[src/rtl/mem_map_pkg.sv]
// Shared memory map, requester indices and arbiter FSM encoding.
// The memory block uses the same address constants.
package mem_map_pkg;

    localparam int          N_REQ       = 3;
    localparam logic [15:0] DATA_TOP    = 16'd16383;
    localparam logic [15:0] SCREEN_BASE = 16'd16384;
    localparam logic [15:0] KBD_ADDR    = 16'd24576;

    localparam logic [1:0]  REQ_CPU = 2'd0;
    localparam logic [1:0]  REQ_VID = 2'd1;
    localparam logic [1:0]  REQ_KBD = 2'd2;

    typedef enum logic {
        ST_IDLE   = 1'b0,
        ST_ACCESS = 1'b1
    } arb_state_t;

    // Per-requester region rules; anything not listed is rejected.
    function automatic logic is_legal(input logic [1:0]  idx,
                                      input logic        wr,
                                      input logic [15:0] a);
        logic ok;
        ok = 1'b0;
        case (idx)
            REQ_CPU: ok = (a <= KBD_ADDR) && !(wr && (a == KBD_ADDR));
            REQ_VID: ok = !wr && (a >= SCREEN_BASE) && (a < KBD_ADDR);
            REQ_KBD: ok = wr && (a == KBD_ADDR);
            default: ok = 1'b0;
        endcase
        return ok;
    endfunction

endpackage

[src/rtl/mem_arbiter_if.sv]
// Requester and memory-side signals of the memory arbiter.
interface mem_arbiter_if;

    logic [2:0]  req;
    logic [2:0]  we;
    logic [15:0] addr0;
    logic [15:0] addr1;
    logic [15:0] addr2;
    logic [15:0] wdata0;
    logic [15:0] wdata1;
    logic [15:0] wdata2;
    logic [2:0]  gnt;
    logic [2:0]  done;
    logic        err;
    logic [15:0] rdata;
    logic [15:0] mem_address;
    logic [15:0] mem_in;
    logic        mem_load;
    logic [15:0] mem_out;

    // Arbiter side.
    modport slave (
        input  req, we, addr0, addr1, addr2, wdata0, wdata1, wdata2, mem_out,
        output gnt, done, err, rdata, mem_address, mem_in, mem_load
    );

    // Requesters and memory side.
    modport master (
        output req, we, addr0, addr1, addr2, wdata0, wdata1, wdata2, mem_out,
        input  gnt, done, err, rdata, mem_address, mem_in, mem_load
    );

endinterface

[src/rtl/mem_arbiter_rr_pick3.sv]
// Combinational three-way round-robin selector: ptr names the requester
// with highest priority, the rest follow in ascending order modulo 3.
module rr_pick3 (
    input  logic [2:0] req,
    input  logic [1:0] ptr,
    output logic [2:0] gnt
);

    // First requesting index starting from ptr wins.
    always_comb begin
        gnt = 3'b000;
        case (ptr)
            2'd0: begin
                if      (req[0]) gnt = 3'b001;
                else if (req[1]) gnt = 3'b010;
                else if (req[2]) gnt = 3'b100;
            end
            2'd1: begin
                if      (req[1]) gnt = 3'b010;
                else if (req[2]) gnt = 3'b100;
                else if (req[0]) gnt = 3'b001;
            end
            default: begin
                if      (req[2]) gnt = 3'b100;
                else if (req[0]) gnt = 3'b001;
                else if (req[1]) gnt = 3'b010;
            end
        endcase
    end

endmodule

[src/rtl/mem_arbiter.sv]
// Round-robin arbiter for the single-port main memory. A grant occupies
// one ACCESS cycle, during which the memory acts on the falling edge;
// completion (done/err/rdata) follows in the next cycle.
module mem_arbiter
    import mem_map_pkg::*;
(
    input  logic          clk,
    input  logic          reset,
    mem_arbiter_if.slave  bus
);

    arb_state_t  state_q, state_d;
    logic [1:0]  ptr_q;
    logic        wr_q;
    logic        bad_q;
    logic [2:0]  pick;
    logic [1:0]  win_idx;
    logic [15:0] sel_addr;
    logic [15:0] sel_wdata;
    logic        sel_we;
    logic        sel_legal;

    rr_pick3 u_pick (
        .req (bus.req),
        .ptr (ptr_q),
        .gnt (pick)
    );

    // Mux the winning requester's address, data and direction, and decode legality.
    always_comb begin
        win_idx   = REQ_CPU;
        sel_addr  = bus.addr0;
        sel_wdata = bus.wdata0;
        sel_we    = bus.we[0];
        if (pick[1]) begin
            win_idx   = REQ_VID;
            sel_addr  = bus.addr1;
            sel_wdata = bus.wdata1;
            sel_we    = bus.we[1];
        end else if (pick[2]) begin
            win_idx   = REQ_KBD;
            sel_addr  = bus.addr2;
            sel_wdata = bus.wdata2;
            sel_we    = bus.we[2];
        end
        sel_legal = is_legal(win_idx, sel_we, sel_addr);
    end

    // State register.
    always_ff @(posedge clk or posedge reset) begin
        if (reset) state_q <= ST_IDLE;
        else       state_q <= state_d;
    end

    // Next state: IDLE leaves on any request, ACCESS always lasts one cycle.
    always_comb begin
        state_d = state_q;
        case (state_q)
            ST_IDLE:   if (|bus.req) state_d = ST_ACCESS;
            ST_ACCESS: state_d = ST_IDLE;
            default:   state_d = ST_IDLE;
        endcase
    end

    // Grant registration in IDLE, completion and read capture at the end of ACCESS.
    always_ff @(posedge clk or posedge reset) begin
        if (reset) begin
            ptr_q           <= REQ_CPU;
            wr_q            <= 1'b0;
            bad_q           <= 1'b0;
            bus.gnt         <= 3'b000;
            bus.done        <= 3'b000;
            bus.err         <= 1'b0;
            bus.rdata       <= 16'h0000;
            bus.mem_address <= 16'h0000;
            bus.mem_in      <= 16'h0000;
            bus.mem_load    <= 1'b0;
        end else if (state_q == ST_IDLE) begin
            bus.done     <= 3'b000;
            bus.err      <= 1'b0;
            bus.gnt      <= pick;
            bus.mem_load <= 1'b0;
            if (|bus.req) begin
                bus.mem_address <= sel_addr;
                bus.mem_in      <= sel_wdata;
                // Rejected requests never reach the memory as a write.
                bus.mem_load    <= sel_we & sel_legal;
                wr_q            <= sel_we;
                bad_q           <= ~sel_legal;
                ptr_q           <= (win_idx == REQ_KBD) ? REQ_CPU : win_idx + 2'd1;
            end
        end else begin
            bus.gnt      <= 3'b000;
            bus.done     <= bus.gnt;
            bus.err      <= bad_q;
            bus.mem_load <= 1'b0;
            if (!wr_q && !bad_q) bus.rdata <= bus.mem_out;
        end
    end

endmodule
[src/flat_wrapper.sv]
// flat-port wrapper written by rule: the top's interface ports become plain ports
module mem_arbiter_flat import mem_map_pkg::*;
  (clk, reset, bus_req, bus_we, bus_addr0, bus_addr1, bus_addr2, bus_wdata0, bus_wdata1, bus_wdata2, bus_mem_out, bus_gnt, bus_done, bus_err, bus_rdata, bus_mem_address, bus_mem_in, bus_mem_load);
  mem_arbiter_if bus_i ();
  input  logic clk;
  input  logic reset;
  input wire logic [$bits(bus_i.req)-1:0] bus_req;
  input wire logic [$bits(bus_i.we)-1:0] bus_we;
  input wire logic [$bits(bus_i.addr0)-1:0] bus_addr0;
  input wire logic [$bits(bus_i.addr1)-1:0] bus_addr1;
  input wire logic [$bits(bus_i.addr2)-1:0] bus_addr2;
  input wire logic [$bits(bus_i.wdata0)-1:0] bus_wdata0;
  input wire logic [$bits(bus_i.wdata1)-1:0] bus_wdata1;
  input wire logic [$bits(bus_i.wdata2)-1:0] bus_wdata2;
  input wire logic [$bits(bus_i.mem_out)-1:0] bus_mem_out;
  output wire logic [$bits(bus_i.gnt)-1:0] bus_gnt;
  output wire logic [$bits(bus_i.done)-1:0] bus_done;
  output wire logic [$bits(bus_i.err)-1:0] bus_err;
  output wire logic [$bits(bus_i.rdata)-1:0] bus_rdata;
  output wire logic [$bits(bus_i.mem_address)-1:0] bus_mem_address;
  output wire logic [$bits(bus_i.mem_in)-1:0] bus_mem_in;
  output wire logic [$bits(bus_i.mem_load)-1:0] bus_mem_load;
  assign bus_i.req = bus_req;
  assign bus_i.we = bus_we;
  assign bus_i.addr0 = bus_addr0;
  assign bus_i.addr1 = bus_addr1;
  assign bus_i.addr2 = bus_addr2;
  assign bus_i.wdata0 = bus_wdata0;
  assign bus_i.wdata1 = bus_wdata1;
  assign bus_i.wdata2 = bus_wdata2;
  assign bus_i.mem_out = bus_mem_out;
  assign bus_gnt = bus_i.gnt;
  assign bus_done = bus_i.done;
  assign bus_err = bus_i.err;
  assign bus_rdata = bus_i.rdata;
  assign bus_mem_address = bus_i.mem_address;
  assign bus_mem_in = bus_i.mem_in;
  assign bus_mem_load = bus_i.mem_load;
  mem_arbiter u_core (.clk(clk), .reset(reset), .bus(bus_i));
endmodule
[config.mk]
export PLATFORM = sky130hd
export DESIGN_NAME = mem_arbiter_flat
export DESIGN_NICKNAME = d
export VERILOG_FILES = /design/src/rtl/mem_map_pkg.sv /design/src/rtl/mem_arbiter_if.sv /design/src/rtl/mem_arbiter_rr_pick3.sv /design/src/rtl/mem_arbiter.sv /design/src/flat_wrapper.sv
export SDC_FILE = /design/constraint.sdc
export NUM_CORES = 1
export LEC_CHECK = 0
export CAP_MARGIN = 20
export CELL_PAD_IN_SITES_DETAIL_PLACEMENT = 1
export CELL_PAD_IN_SITES_GLOBAL_PLACEMENT = 2
export CORE_ASPECT_RATIO = 0.75
export CORE_UTILIZATION = 21
export DETAILED_ROUTE_END_ITERATION = 8
export PLACE_DENSITY = 0.89
export SYNTH_ARGS = -nofsm -noshare
export SYNTH_HDL_FRONTEND = slang
export SYNTH_HIERARCHICAL = 1
export SYNTH_SLANG_ARGS = --single-unit
[constraint.sdc]
create_clock -name clk -period 3.48 [get_ports clk]
set_clock_uncertainty 0.2 [all_clocks]
set_input_delay 0.696 -clock clk [delete_from_list [all_inputs] [get_ports clk]]
set_output_delay 0.696 -clock clk [all_outputs]
set_load 0.01 [all_outputs]
Word-level counts from Yosys, hierarchy flattened

Index checks and enable logic that the tools add are counted.

Register bits: 61
Output and inout bits: 56
Logic and storage cells: 63

Add/sub/neg operators: 1
$lt $le $gt $ge: 3
Eq/ne operators: 4
Muxes and demuxes: 27
Bitwise gates (word level): 3
Reductions and logical operators: 14

Operators by type and width:

| operator                                                                               | count |
|---|---|
| 16-bit two-way mux                                                                     | 4 |
| 3-bit two-way mux                                                                      | 9 |
| 16-bit by 15-bit equality test with 1-bit output (second input constant)               | 1 |
| 16-bit by 15-bit greater-or-equal comparator with 1-bit output (second input constant) | 1 |
| 16-bit by 15-bit <= comparator with 1-bit output (second input constant)               | 1 |
| 16-bit by 15-bit less-than comparator with 1-bit output (second input constant)        | 1 |
| 2-bit two-way mux                                                                      | 4 |
| 1-bit two-way mux                                                                      | 7 |
| 3-bit one-hot mux with 2 select lines                                                  | 1 |
| 1-bit logical AND                                                                      | 5 |
| 2-bit by 1-bit equality test with 1-bit output (second input constant)                 | 2 |
| 1-bit logical NOT                                                                      | 4 |
| 2-bit logical NOT                                                                      | 2 |
| 2-bit AND reduction                                                                    | 2 |
| 1-bit one-hot mux with 3 select lines                                                  | 1 |
| 3-bit OR reduction                                                                     | 1 |
| 2-bit by 1-bit adder with 2-bit output (second input constant)                         | 1 |
| 2-bit equality test (second input constant)                                            | 1 |
| 1-bit inverter                                                                         | 2 |
| 1-bit one-hot mux with 2 select lines                                                  | 1 |
| 1-bit bitwise AND                                                                      | 1 |

Depth between registers and ports, before layout

Depth in word-level cells: 14
Mapped depth: 9
Gate-level depth less buffers: 7

Cells and area by module

Netlist, hierarchy kept.

By module, submodules not included:

| module      | instances | cells an instance | area each (um^2) |
|---|---|---|---|
| mem_arbiter | 1         | 284               | 2,924.1 |
| rr_pick3    | 1         | 10                | 58.8 |

Worst setup path before layout

No wires, ideal clock.

Kind: input-to-reg
Start: in bus_req[1]
End: reg u_core.bad_q
Library setup time: 0.120 ns
Arrival: 2.920 ns
Path slack: 0.241 ns
Stages: 8
Cells stage by stage: inv_1 -> o32ai_1 -> buf_2 -> buf_1 -> mux2i_1 -> nand4_1 -> or4_1 -> a31o_1

Word-level cells in the longest chain between the ends: 11
Elaborated cells between the ends (all ways): 30
Those cells by class: 3 x order compare; 3 x eq/ne; 14 x mux; 1 x bitwise; 9 x reduce/logical

RTL lines:

| what                                                                                                                   | line                       | RTL |
|---|---|---|
| from (decl)                                                                                                            | flat_wrapper.sv:7          | `input wire logic [$bits(bus_i.req)-1:0] bus_req;` |
| 2-bit two-way mux                                                                                                      | mem_arbiter_rr_pick3.sv:26 | `else if (req[1]) gnt = 3'b010;` |
| 3-bit two-way mux                                                                                                      | mem_arbiter_rr_pick3.sv:25 | `else if (req[0]) gnt = 3'b001;` |
| 3-bit two-way mux                                                                                                      | mem_arbiter_rr_pick3.sv:24 | `if (req[2]) gnt = 3'b100;` |
| 3-bit one-hot mux with 2 select lines *                                                                                | mem_arbiter_rr_pick3.sv:12 | `case (ptr)` |
| net u_core.pick[1]                                                                                                     | mem_arbiter.sv:16          | `logic [2:0] pick;` |
| parallel branches: the longest is 5 deep, another holds 16-bit by 15-bit greater-or-equal comparator with 1-bit output | n/a                        |  |
| 1-bit one-hot mux with 3 select lines *                                                                                | mem_map_pkg.sv:25          | `case (idx)` |
| 1-bit inverter *                                                                                                       | mem_arbiter.sv:89          | `bad_q <= ~sel_legal;` |
| to (signal assigned)                                                                                                   | mem_arbiter.sv:89          |  |
| to (decl)                                                                                                              | mem_arbiter.sv:15          | `logic bad_q;` |

Mark *: on every way through the listed nets, which the timed path passes.
A chain may end at the register's enable or synchronous reset.

Final worst setup path

Start: in bus_req[2]
End: reg u_core.bad_q

Word-level cells in the longest chain between the ends: 12
Elaborated cells between the ends (all ways): 30
Those cells by class: 3 x order compare; 3 x eq/ne; 14 x mux; 1 x bitwise; 9 x reduce/logical

RTL lines:

| what                                                                                                                   | line                       | RTL |
|---|---|---|
| 3-bit two-way mux                                                                                                      | mem_arbiter_rr_pick3.sv:16 | `else if (req[2]) gnt = 3'b100;` |
| 3-bit two-way mux                                                                                                      | mem_arbiter_rr_pick3.sv:15 | `else if (req[1]) gnt = 3'b010;` |
| 3-bit two-way mux                                                                                                      | mem_arbiter_rr_pick3.sv:14 | `if (req[0]) gnt = 3'b001;` |
| 3-bit one-hot mux with 2 select lines *                                                                                | mem_arbiter_rr_pick3.sv:12 |  |
| net u_core.pick[2]                                                                                                     | mem_arbiter.sv:16          |  |
| parallel branches: the longest is 6 deep, another holds 16-bit by 15-bit greater-or-equal comparator with 1-bit output | n/a                        |  |
| 1-bit one-hot mux with 3 select lines *                                                                                | mem_map_pkg.sv:25          |  |
| 1-bit inverter *                                                                                                       | mem_arbiter.sv:89          |  |

Marks and branches as above.

==> reports/qor.yml <==
setup_path:
  worstPathMaxFanout: 7
  crit_path_start: "bus_req[2]"
  reg2reg_slack_ps: 560
  crit_arrival_ps: 3420
  endpoint_kind: "flip-flop"
  reg2reg_to: "u_core/bad_q"
  reg2regPathDepth: 9
  reg2reg_from: "u_core/ptr_q[0]"
  critPathLaunchType: "primary input"
  crit_end: "u_core/bad_q"
  crit_type: "primary input to flip-flop"
  cp_data_required_time_ps: 3490
clock_network:
  clockBufferDepth: 2
  cts.sinks: 61
  clk_pin_slew_ps: 60
  cts_tree: "done"
  ctsHtreeMaxLevel: 3
  root_buffer: "clkbuf_16"
  clock_latency_ps: 320
  numCtsBuffers: 9
synth:
  async_flop_share: 1.00
  synth_top_family_by_area: "multiplexers"
  synth.net_count: 414
  synth.most_common_cell: "dfrtp_1"
  synth.area.mux_share: 0.214
  synth_edf_count: 0
  yosys_warnings: 6
  synthAdderAreaFrac: 0
  netlist_top_cells_count: "61 x dfrtp_1, 51 x nand2_1, 33 x mux2i_1, 33 x o21ai_0, 26 x mux2_2"
  synth.top_cell.area_share: 0.512
  synth-simple-area-share: 0.139
  avgSynthCellArea_um2: 10.1
  synth_cells: 294
  synth_compound_area_frac: 0.106
  syn_area_um2: 2980
  yosys.area_share.xor_xnor: 0
  synth_area_leaders: "dfrtp_1 51%, mux2i_1 11%, mux2_2 9.8%"
  ys_seq_area_frac: 0.512
  synth_ff_type: "dfrtp_1"
  post_synth_num_cell_types: 32
  synth_top_cell_by_area: "dfrtp_1"
  synth-seq-cells: 61
grt:
  grt-ovfl-total: 0
  grt_pass1_vias: 3261
  grt_max_degree: 33
  grt_pass1_wl_um: 16600
  grt_antenna_before_repair: 0
  grt_util_all_layers: 0.148
sta:
  post-route-min-period_ps: 3400
  slew_viol_final: 0
  finalHoldViolCount: 0
  grt_setup_unrepaired: "no"
  setup_viol: 0
  period_share: 0.978
  slew_headroom: 0.624
  tightest_slew_ps: 563
  max_clock_freq_ghz: 0.294
die:
  core-area_um2: 13800
  start_util: 0.216
  io_pins: 176
  dieArea_um2: 14700
  dieHeight_um: 105
  num_rows: 37
  die_w_um: 140
place:
  place_congestion: 0.749
  hpwl_um: 8510
  portBuffers: 175
  dp_cells: 651
detailed_routing:
  dr.pass1.iters: 4
  drt-total-wl_um: 10700
  postRouteAntennaNets: 0
  drcViolationCount: 0
  viasPerCell: 4.43
  num_vias: 2966
  wl_per_cell_um: 16.0
  drt_iter0_markers: 61
worst_hold_path:
  hold_path.class: "flip-flop to flip-flop"
power:
  leakagePower_nw: 2.27
  ir_drop_v: 0.000213
  power_w: 0.00352
  powerDensity_nw_per_um2: 642
cells_and_area:
  fillers: 1517
  nNetsFinal: 609
  fin_cells: 669
  area_delta_synth_final_pct: 83.8
  num_antenna_cells: 0
  drive_above_1_share: 0.164
run:
  max_cap_violations: 0
run_status:
  status: "complete, no violations"
power breakdown:
part | leakage, nW | internal, W | switching [W]
clock | 0.152 | 0.000630 | 0.000338
combinational | 1.37 | 0.000843 | 0.000608
sequential | 0.751 | 0.000959 | 0.000141
total | 2.27 | 0.00243 | 0.00109
registers in the layout, indices dropped and copies added, names as in the netlist:
signal	count
u_core/bus.mem_address	16
u_core/bus.mem_in	16
u_core/bus.rdata	16
u_core/bus.done	3
u_core/bus.gnt	3
u_core/ptr_q	2
u_core/bad_q	1
u_core/bus.err	1
u_core/bus.mem_load	1
u_core/state_q	1
u_core/wr_q	1
cell type report:
type                       instances  area, um2  area share
clock buffer                       9        225      0.0411
tap                              175        219      0.0399
timing repair buffer             201       1960       0.358
clock inverter                     7       97.6      0.0178
inverter                           3       11.3     0.00205
sequential                        61       1530       0.278
multi-input combinational        213       1440       0.263
per-stage QoR:
step / util / setup TNS, ps / hold WS, ps / setup slack [ps] / instance area, um2
5_1_grt: 0.397 / 0 / 289 / 6.25 / 5480
6_report: 0.397 / 0 / 274 / 76.6 / 5480
3_3_place_gp: 0.370 / -363 / 262 / -240 / 5110
4_1_cts: 0.394 / 0 / 282 / 42.8 / 5430
3_5_place_dp: 0.370 / -488 / 273 / -301 / 5110
2_1_floorplan: - / 0 / 247 / 241 / 2980
worst min-delay path by stage:
stage	startpoint	to	slack (ps)	cells after the start
floorplan	u_core/wr_q	u_core/wr_q	250	2
global placement	u_core/bus.mem_in[13]	u_core/bus.mem_in[13]	260	2
detailed placement	u_core/bus.gnt[1]	u_core/bus.done[1]	270	1
CTS	u_core/bus.gnt[1]	u_core/bus.done[1]	280	1
global route	u_core/bus.gnt[1]	u_core/bus.done[1]	290	1
finish	u_core/bus.gnt[1]	u_core/bus.done[1]	270	1
cell families after synthesis:
kind of cell	after synthesis
AO/OA/AOI/OAI	59
multiplexers	60
AND/OR/NAND/NOR	93
flip-flops	61
buffers and inverters	21
placed cells by master (no fill, tap or decap), types with 2 or more instances in the layout:
master,Yosys,layout
o21ai_0,33,33
a21oi_1,19,19
mux2i_1,33,31
nor3_1,2,2
nand2_1,51,51
inv_6,0,2
mux2i_2,0,2
clkinvlp_4,0,2
clkbuf_16,0,9
dfrtp_1,61,61
nor2_1,18,18
and2_1,5,5
nor2b_1,5,4
bufinv_16,0,2
mux2_2,26,26
buf_4,0,24
clkdlybuf4s50_1,0,175
nand4_1,2,2
inv_1,3,2
worst max-delay path: stages:
cell and delay, ps:
clkdlybuf4s50_1 560, nand2b_4 80, o21ai_4 260, buf_4 160, mux2i_1 200, o21ai_0 130
or4_1 560, or4_4 560, a31o_1 220
repair_timing:
| action | CTS | global route |
|---|---|---|
| gates resized for setup | 0 | 6 |
| hold buffers | 0 | 0 |
| buffers inserted | 0 | 1 |
| setup endpoints to repair | 0 | 1 |
per-layer routing:
metal | GRT usage | up-vias | share of wire
li1 | - | 1408 | -
met1 | 0.168 | 1426 | 0.42
met2 | 0.257 | 123 | 0.48
met3 | 0.0536 | 9 | 0.082
met4 | 0.0487 | 0 | 0.011
met5 | 0 | - | 0
Power figures use the tool's default switching activity.
